[src/rtl/shifter_pkg.sv]
// Shared mode encodings and width helper for the pipelined barrel shifter.
package shifter_pkg;

    typedef enum logic [2:0] {
        MODE_SRL = 3'b000,
        MODE_SLL = 3'b001,
        MODE_SRA = 3'b010,
        MODE_ROR = 3'b011,
        MODE_ROL = 3'b100
    } shift_mode_e;

    localparam logic [2:0] MODE_LAST_LEGAL = 3'b100;

    // ceil(log2(w)); w is expected to be a power of two.
    function automatic int shw_of(input int w);
        int r;
        r = 0;
        for (int i = 0; i < 8; i++) begin
            if ((1 << i) < w) r = i + 1;
        end
        return r;
    endfunction

endpackage

[src/rtl/shifter_stage.sv]
// One pipeline stage: conditional shift/rotate by DIST followed by an enabled register.
module shifter_stage
    import shifter_pkg::*;
#(
    parameter int WIDTH = 32,
    parameter int DIST  = 1,
    localparam int SHW  = shw_of(WIDTH)
) (
    input  logic             clk,
    input  logic             reset,
    input  logic             en,
    input  logic             valid_i,
    input  logic [WIDTH-1:0] data_i,
    input  logic [SHW-1:0]   amt_i,
    input  logic [2:0]       mode_i,
    input  logic             err_i,
    input  logic             sign_i,
    output logic             valid_o,
    output logic [WIDTH-1:0] data_o,
    output logic [SHW-1:0]   amt_o,
    output logic [2:0]       mode_o,
    output logic             err_o,
    output logic             sign_o
);

    localparam int BIT = shw_of(DIST);

    logic             valid_d, valid_q;
    logic [WIDTH-1:0] data_d, data_q;
    logic [SHW-1:0]   amt_d, amt_q;
    logic [2:0]       mode_d, mode_q;
    logic             err_d, err_q;
    logic             sign_d, sign_q;
    logic [WIDTH-1:0] shifted;

    always_comb begin
        shifted = data_i;
        case (mode_i)
            MODE_SRL: shifted = data_i >> DIST;
            MODE_SLL: shifted = data_i << DIST;
            // sign_i is the operand's original MSB, so earlier stages cannot corrupt the fill
            MODE_SRA: shifted = (data_i >> DIST) | ({WIDTH{sign_i}} << (WIDTH - DIST));
            MODE_ROR: shifted = (data_i >> DIST) | (data_i << (WIDTH - DIST));
            MODE_ROL: shifted = (data_i << DIST) | (data_i >> (WIDTH - DIST));
            default:  shifted = data_i;
        endcase

        valid_d = valid_i;
        data_d  = (amt_i[BIT] && !err_i) ? shifted : data_i;
        amt_d   = amt_i;
        mode_d  = mode_i;
        err_d   = err_i;
        sign_d  = sign_i;
    end

    always_ff @(posedge clk or negedge reset) begin
        if (!reset) begin
            valid_q <= 1'b0;
            data_q  <= '0;
            amt_q   <= '0;
            mode_q  <= '0;
            err_q   <= 1'b0;
            sign_q  <= 1'b0;
        end else if (en) begin
            valid_q <= valid_d;
            data_q  <= data_d;
            amt_q   <= amt_d;
            mode_q  <= mode_d;
            err_q   <= err_d;
            sign_q  <= sign_d;
        end
    end

    assign valid_o = valid_q;
    assign data_o  = data_q;
    assign amt_o   = amt_q;
    assign mode_o  = mode_q;
    assign err_o   = err_q;
    assign sign_o  = sign_q;

endmodule

[src/rtl/shifter_pipe.sv]
// Pipelined barrel shifter/rotator: SHW stages, each stage handles one bit of the amount.
module shifter_pipe
    import shifter_pkg::*;
#(
    parameter int WIDTH = 32,
    localparam int SHW  = shw_of(WIDTH)
) (
    input  logic             clk,
    input  logic             reset,
    input  logic             in_valid,
    output logic             in_ready,
    input  logic [WIDTH-1:0] dataA,
    input  logic [SHW-1:0]   dataB,
    input  logic [2:0]       Signal,
    output logic             out_valid,
    input  logic             out_ready,
    output logic [WIDTH-1:0] dataOut,
    output logic             out_err,
    output logic             busy
);

    logic [SHW:0]     valid_s;
    logic [SHW:0]     err_s;
    logic [SHW:0]     sign_s;
    logic [WIDTH-1:0] data_s [SHW+1];
    logic [SHW-1:0]   amt_s  [SHW+1];
    logic [2:0]       mode_s [SHW+1];
    logic             advance;

    // The whole pipe moves as one; a stalled output freezes every stage.
    assign advance  = ~out_valid | out_ready;
    assign in_ready = advance;

    assign valid_s[0] = in_valid;
    assign data_s[0]  = dataA;
    assign amt_s[0]   = dataB;
    assign mode_s[0]  = Signal;
    assign err_s[0]   = (Signal > MODE_LAST_LEGAL);
    assign sign_s[0]  = dataA[WIDTH-1];

    for (genvar i = 0; i < SHW; i++) begin : g_stage
        shifter_stage #(
            .WIDTH (WIDTH),
            .DIST  (1 << i)
        ) u_stage (
            .clk     (clk),
            .reset   (reset),
            .en      (advance),
            .valid_i (valid_s[i]),
            .data_i  (data_s[i]),
            .amt_i   (amt_s[i]),
            .mode_i  (mode_s[i]),
            .err_i   (err_s[i]),
            .sign_i  (sign_s[i]),
            .valid_o (valid_s[i+1]),
            .data_o  (data_s[i+1]),
            .amt_o   (amt_s[i+1]),
            .mode_o  (mode_s[i+1]),
            .err_o   (err_s[i+1]),
            .sign_o  (sign_s[i+1])
        );
    end

    assign out_valid = valid_s[SHW];
    assign dataOut   = data_s[SHW];
    assign out_err   = err_s[SHW];
    assign busy      = |valid_s[SHW:1];

endmodule
[config.mk]
export PLATFORM = sky130hd
export DESIGN_NAME = shifter_pipe
export DESIGN_NICKNAME = d
export VERILOG_FILES = /design/src/rtl/shifter_pkg.sv /design/src/rtl/shifter_stage.sv /design/src/rtl/shifter_pipe.sv
export SDC_FILE = /design/constraint.sdc
export NUM_CORES = 1
export LEC_CHECK = 0
export CORE_MARGIN = 2
export CORE_UTILIZATION = 45
export CTS_BUF_LIST = sky130_fd_sc_hd__clkbuf_2 sky130_fd_sc_hd__clkbuf_4 sky130_fd_sc_hd__clkbuf_8
export CTS_CLUSTER_SIZE = 8
export DETAILED_ROUTE_END_ITERATION = 7
export GPL_TIMING_DRIVEN = 0
export REMOVE_ABC_BUFFERS = 1
export SLEW_MARGIN = 20
export SYNTH_ARGS = -nofsm -noshare
export SYNTH_HDL_FRONTEND = slang
export SYNTH_HIERARCHICAL = 1
export SYNTH_SLANG_ARGS = --single-unit
[constraint.sdc]
create_clock -name clk -period 5.3 [get_ports clk]
set_input_delay 1.06 -clock clk [delete_from_list [all_inputs] [get_ports clk]]
set_output_delay 1.06 -clock clk [all_outputs]
set_load 0.01 [all_outputs]
==> results of run 1 <==
-- flip-flops by register name, summed over array words and instances, names as in the netlist --
register and count:
g_stage.u_stage/data_o 160, g_stage.u_stage/mode_o 12, g_stage.u_stage/amt_o 10, g_stage.u_stage/err_o 5, g_stage.u_stage/valid_o 5, g_stage.u_stage/sign_o 4
-- report_power, final --
group	leakage, nW	internal (W)	switching (W)
registers	2.20	0.00219	0.000896
clock network	0.179	0.000345	0.000588
logic	2.00	0.00147	0.00169
total	4.38	0.00400	0.00318
-- worst min-delay path by stage --
stage | startpoint | endpoint | slack [ns] | depth (start not counted)
6_report | reset | g_stage[3].u_stage/valid_o | 0.39 | 1
5_1_grt | reset | g_stage[4].u_stage/valid_o | 0.37 | 1
4_1_cts | reset | g_stage[4].u_stage/valid_o | 0.37 | 1
3_5_place_dp | g_stage[4].u_stage/err_o | g_stage[4].u_stage/err_o | 0.48 | 1
3_3_place_gp | g_stage[4].u_stage/err_o | g_stage[4].u_stage/err_o | 0.47 | 1
2_1_floorplan | g_stage[1].u_stage/amt_o[2] | g_stage[1].u_stage/amt_o[2] | 0.47 | 1
-- layer usage --
metal	track usage	share of wire
met5	0	0
met4	0.0683	0.017
met2	0.324	0.46
met1	0.316	0.49
met3	0.0303	0.040
-- cell type report --
type	instances	area [sq um]	area share
clock buffers	17	234	0.0203
clock inverters	15	139	0.0120
inverters	5	18.8	0.00163
multi-input cells	637	4800	0.416
flip-flops and latches	196	4900	0.425
well taps	285	357	0.0309
repair buffers	90	1080	0.0939
-- through the flow --
| step | instance area [sq um] | utilization | TNS (ns) |
|---|---|---|---|
| global placement | 10800 | 0.481 | -2234.93 |
| global route | 11500 | 0.513 | 0 |
| finish | 11500 | 0.513 | 0 |
| CTS | 11500 | 0.513 | 0 |
| detailed placement | 11200 | 0.496 | 0 |
| floorplan | 9680 | - | -468.13 |
-- critical path, delay by kind of cell --
family / cells / cell delay (ns)
buffers and inverters: 2 / 1.06
AND/OR/NAND/NOR: 1 / 0.31
-- layout by cell type (no fill, tap or decap), drive strengths merged, types with 5 or more instances in the layout --
| master | n |
|---|---|
| clkbuf | 17 |
| o22ai | 131 |
| nor2b | 25 |
| a221oi | 98 |
| clkdlybuf4s50 | 78 |
| mux2 | 37 |
| a21oi | 51 |
| o211ai | 14 |
| o221a | 14 |
| a22oi | 30 |
| and3 | 6 |
| buf | 12 |
| nand2b | 22 |
| inv | 12 |
| nand2 | 34 |
| nor2 | 127 |
| o21ai | 5 |
| dfrtp | 196 |
| a31oi | 16 |
==> impl_metrics.toml, run 1 <==
[critical_path]
cp-end-kind = "output port"
crit_type = "primary input to output port"
cp-startpoint = "out_ready"
r2r_slack_ns = 2.80
cp_slowest_cell = "clkdlybuf4s50_1"
r2r-end = "g_stage[0].u_stage/data_o[19]"
reg2reg_depth = 6
worstPathCellList = "clkdlybuf4s50_1 > nand2b_4 > clkdlybuf4s50_1"
start_kind = "primary input"
rr_startpoint = "g_stage[4].u_stage/valid_o"
arrival_ns = 2.43
crit_end = "in_ready"
cpMostUsedCell = "clkdlybuf4s50_1"
slowest_delay_ns = 0.60
cp.required_ns = 4.24
crit_fanout = 22

[timing]
setup_viol = 0
relSlewSlack = 0.278
final.setup_skew_ns = 0.0151
worstMarginPinSlew_ns = 1.08
finalHoldViolations = 0
drv_slew = 0
worst_slack_ns = 1.81
fin_crit_ns = 3.49
fmax_mhz = 287
grt_setup_unrepaired = "false"
hold_slack_ns = 0.391
period_share = 0.658

[floorplanning]
io_pins = 80
die_h_um = 155
start_util = 0.455
die_area_sq_mm = 0.0240
num_rows = 55
die_w_um = 155
core_area_sq_mm = 0.0225

[global_route]
grt_max_degree = 92
grt_pass1_vias = 7391
grt_antenna_before_repair = 0
grt_pass1_wl_um = 41500
overflow = 0
grt_usage = 0.213

[layout]
antenna_cells = 0
fillers = 2039
syn_to_final_growth_pct = 12.8
finalNonFillerCells = 1245
fin_nets = 991
layout-drive-gt1-share = 0.208

[clock_tree]
hold_buffers = 0
clk_latency_ns = 0.49
cts_buffers = 17
htree_levels = 4
postCtsResizedCells = 0
cts_setup_buffers = 0
cts.sink_count = 196
cts-root-buf = "clkbuf_8"
clk_pin_slew_ns = 0.11
cts_buffer_depth = 2
cts_tree = "yes"

[worst_hold_path]
hp-class = "primary input to asynchronous set/reset pin"

[place]
portBuffers = 79
dp.cells = 1213
dp_hpwl_um = 16700
pre_cts_ws_ns = 1.66
gp_congestion = 0.821

[detailed_routing]
dr_total_vias = 7737
wl_per_cell_um = 19.7
vias_per_cell = 6.21
antenna_left = 0
drc = 0
first_iter_violations = 651
first_pass_iters = 5
wl_um = 24500

[run]
drv_cap = 0

[power]
p_leak_nw = 4.38
total_power_w = 0.00718
vdd_ir_drop_max_mv = 0.262
pwr_density_cell_mw_per_mm2 = 623

[synthesis]
synthCells = 925
avgSynthCellArea_sq_um = 11.1
yosysWarnings = 6
netlist_area_sq_mm = 0.0102

[run_status]
status = "finished clean"
Note: power is estimated with default switching activity, not from simulation.
==> run 2: changes to the inputs <==
Settings changed: PLACE_DENSITY set to 0.66.
Clock period 5.3 ns to 2.85 ns, I/O delays scaled along.
==> run 2 against run 1 <==
Flip-flop and latch count is the same. Setup slack got worse by 1.7 ns. Clock power increased by 89%. Register-to-register slack lost 2.5 ns. Via count rose by 1.6%. Global-route usage decreased by 0.39 points. Non-clock buffer count rose by 1. Sequential share of layout area is 0.12 points lower. First-iteration DRC count down 10%. Hold slack improved by 0.10 ns. Critical path depth rose by 5.
==> impl_metrics.toml, run 2 (synthesis gave the netlist of run 1 again) <==
[run_status]
status = "finished clean"

[floorplanning]
die_area_sq_mm = 0.0240
die_h_um = 155
io_pins = 80
core_area_sq_mm = 0.0225
num_rows = 55
start_util = 0.455
die_w_um = 155

[detailed_routing]
drc = 0
first_pass_iters = 5
vias_per_cell = 6.30
wl_per_cell_um = 19.5
dr_total_vias = 7862
wl_um = 24400
antenna_left = 0
first_iter_violations = 586

[clock_tree]
htree_levels = 4
cts_setup_buffers = 0
cts_buffers = 17
cts.sink_count = 196
clk_latency_ns = 0.47
cts-root-buf = "clkbuf_8"
cts_tree = "yes"
cts_buffer_depth = 2
clk_pin_slew_ns = 0.10

[critical_path]
cpMostUsedCell = "buf_12"
arrival_ns = 3.07
cp-end-kind = "register"
cp.required_ns = 3.21
cp_slowest_cell = "or3b_4"
crit_type = "primary input to register"
crit_fanout = 56
worstPathCellList = "clkdlybuf4s50_1 > nand2b_4 > buf_12 > buf_12 > or3b_4 > buf_16 > a221oi_2 > nor2_1"
critPathBufInv = 4
slowest_delay_ns = 0.56
start_kind = "primary input"
cpLargestDelayFamily = "buffers and inverters"

[global_route]
grt_pass1_wl_um = 41300
grt_max_degree = 99
overflow = 0
grt_antenna_before_repair = 0
grt_pass1_vias = 7516
grt-busiest-layer = "met2"
grt_usage = 0.210
use_met2 = 0.327
met3_usage = 0.0308
grtUsageMet1 = 0.305

[timing]
finalHoldViolations = 0
setup_viol = 0
relSlewSlack = 0.285
worstMarginPinSlew_ns = 1.07
fin_crit_ns = 2.71
fmax_mhz = 369
fin_setup_tns_ns = 0
drv_slew = 0
grt_setup_unrepaired = "false"
final.setup_skew_ns = 0.0132
period_share = 0.950
worst_slack_ns = 0.142

[place]
dp_hpwl_um = 16400
placed_cell_area_sq_mm = 0.0112
gp_congestion = 0.805
pre_cts_ws_ns = -0.713
portBuffers = 79

[power]
p_comb_frac = 0.440
power_switching_w = 0.00583
seq_power_share = 0.428
p_sw_frac = 0.435
vdd_ir_drop_max_mv = 0.432
clockPowerShare = 0.132
intPower_w = 0.00756
p_leak_nw = 4.41
total_power_w = 0.0134
pwr_density_cell_mw_per_mm2 = 1160

[layout]
design_area_sq_mm = 0.0116
mostFrequentLayoutCell = "dfrtp_1"
mostFrequentLayoutCells = "dfrtp_1 (196), o22ai_1 (131), nor2_1 (121)"
layout-drive-gt1-share = 0.210
syn_to_final_growth_pct = 13.1
antenna_cells = 0
largest_register_ffs = 160
fin_nets = 994

[run]
drv_cap = 0

[worst_hold_path]
hp-class = "register to register"
==> run 2: cell count changes in the layout (fill, tap and decap cells not counted), sizes merged <==
cell	before	now
bufinv	0	1
clkbuf	17	19
clkinv	4	5
clkinvlp	4	2
dlygate4sd3	0	1
inv	12	10
nand2b	22	24
==> run 2: cell type report <==
class                   instances  area (sq um)
clock buffers                  19           262
clock inverters                13           121
fillers                      1964         10900
inverters                       5          18.8
multi-input cells             639          4820
flip-flops and latches        196          4900
well taps                     285           357
repair buffers                 91          1090
==> run 2: power groups by stage <==
stage / combinational, W / clock [W] / sequential, W
after floorplan: 0.00422 / 0 / 0.00531
after global placement: 0.00486 / 0 / 0.00548
after detailed placement: 0.00583 / 0 / 0.00577
after CTS: 0.00586 / 0.00182 / 0.00571
after global routing: 0.00648 / 0.00193 / 0.00595
final: 0.00589 / 0.00176 / 0.00574
==> run 2: layer usage <==
layer	wire, um	up-vias
li1	-	3664
met1	11600	3915
met2	11400	251
met3	1070	32
met4	401	0
met5	0	-
==> run 2: repair_timing <==
| action | 4_1_cts | 5_1_grt |
|---|---|---|
| endpoints found under the setup margin | 30 | 14 |
| gates resized for setup | 1 | 0 |
| hold buffers | 1 | 0 |
| cloned | 1 | 1 |
| endpoints found under the hold margin | 41 | 0 |
==> run 2: final timing paths <==
| path | startpoint | to | slack (ns) | cells past startpoint |
|---|---|---|---|---|
| worst max-delay path | out_ready | g_stage[0].u_stage/data_o[12] | 0.14 | 8 |
| worst min-delay path | g_stage[4].u_stage/err_o | g_stage[4].u_stage/err_o | 0.49 | 1 |
| worst max register to register | g_stage[4].u_stage/valid_o | g_stage[0].u_stage/data_o[12] | 0.30 | 7 |
| worst min register to register | g_stage[4].u_stage/err_o | g_stage[4].u_stage/err_o | 0.49 | 1 |
| max in group asynchronous | reset | g_stage[0].u_stage/mode_o[1] | 1.45 | 3 |
| min in group asynchronous | reset | g_stage[4].u_stage/valid_o | 0.58 | 2 |
==> run 2: metrics by stage <==
step           utilization  hold slack [ns]  cells
2_1_floorplan            -            0.274    838
3_3_place_gp         0.481            0.474   1202
3_5_place_dp         0.496            0.474   1213
4_1_cts              0.514            0.498   1247
5_1_grt              0.514            0.535   1248
6_report             0.514            0.494   1248
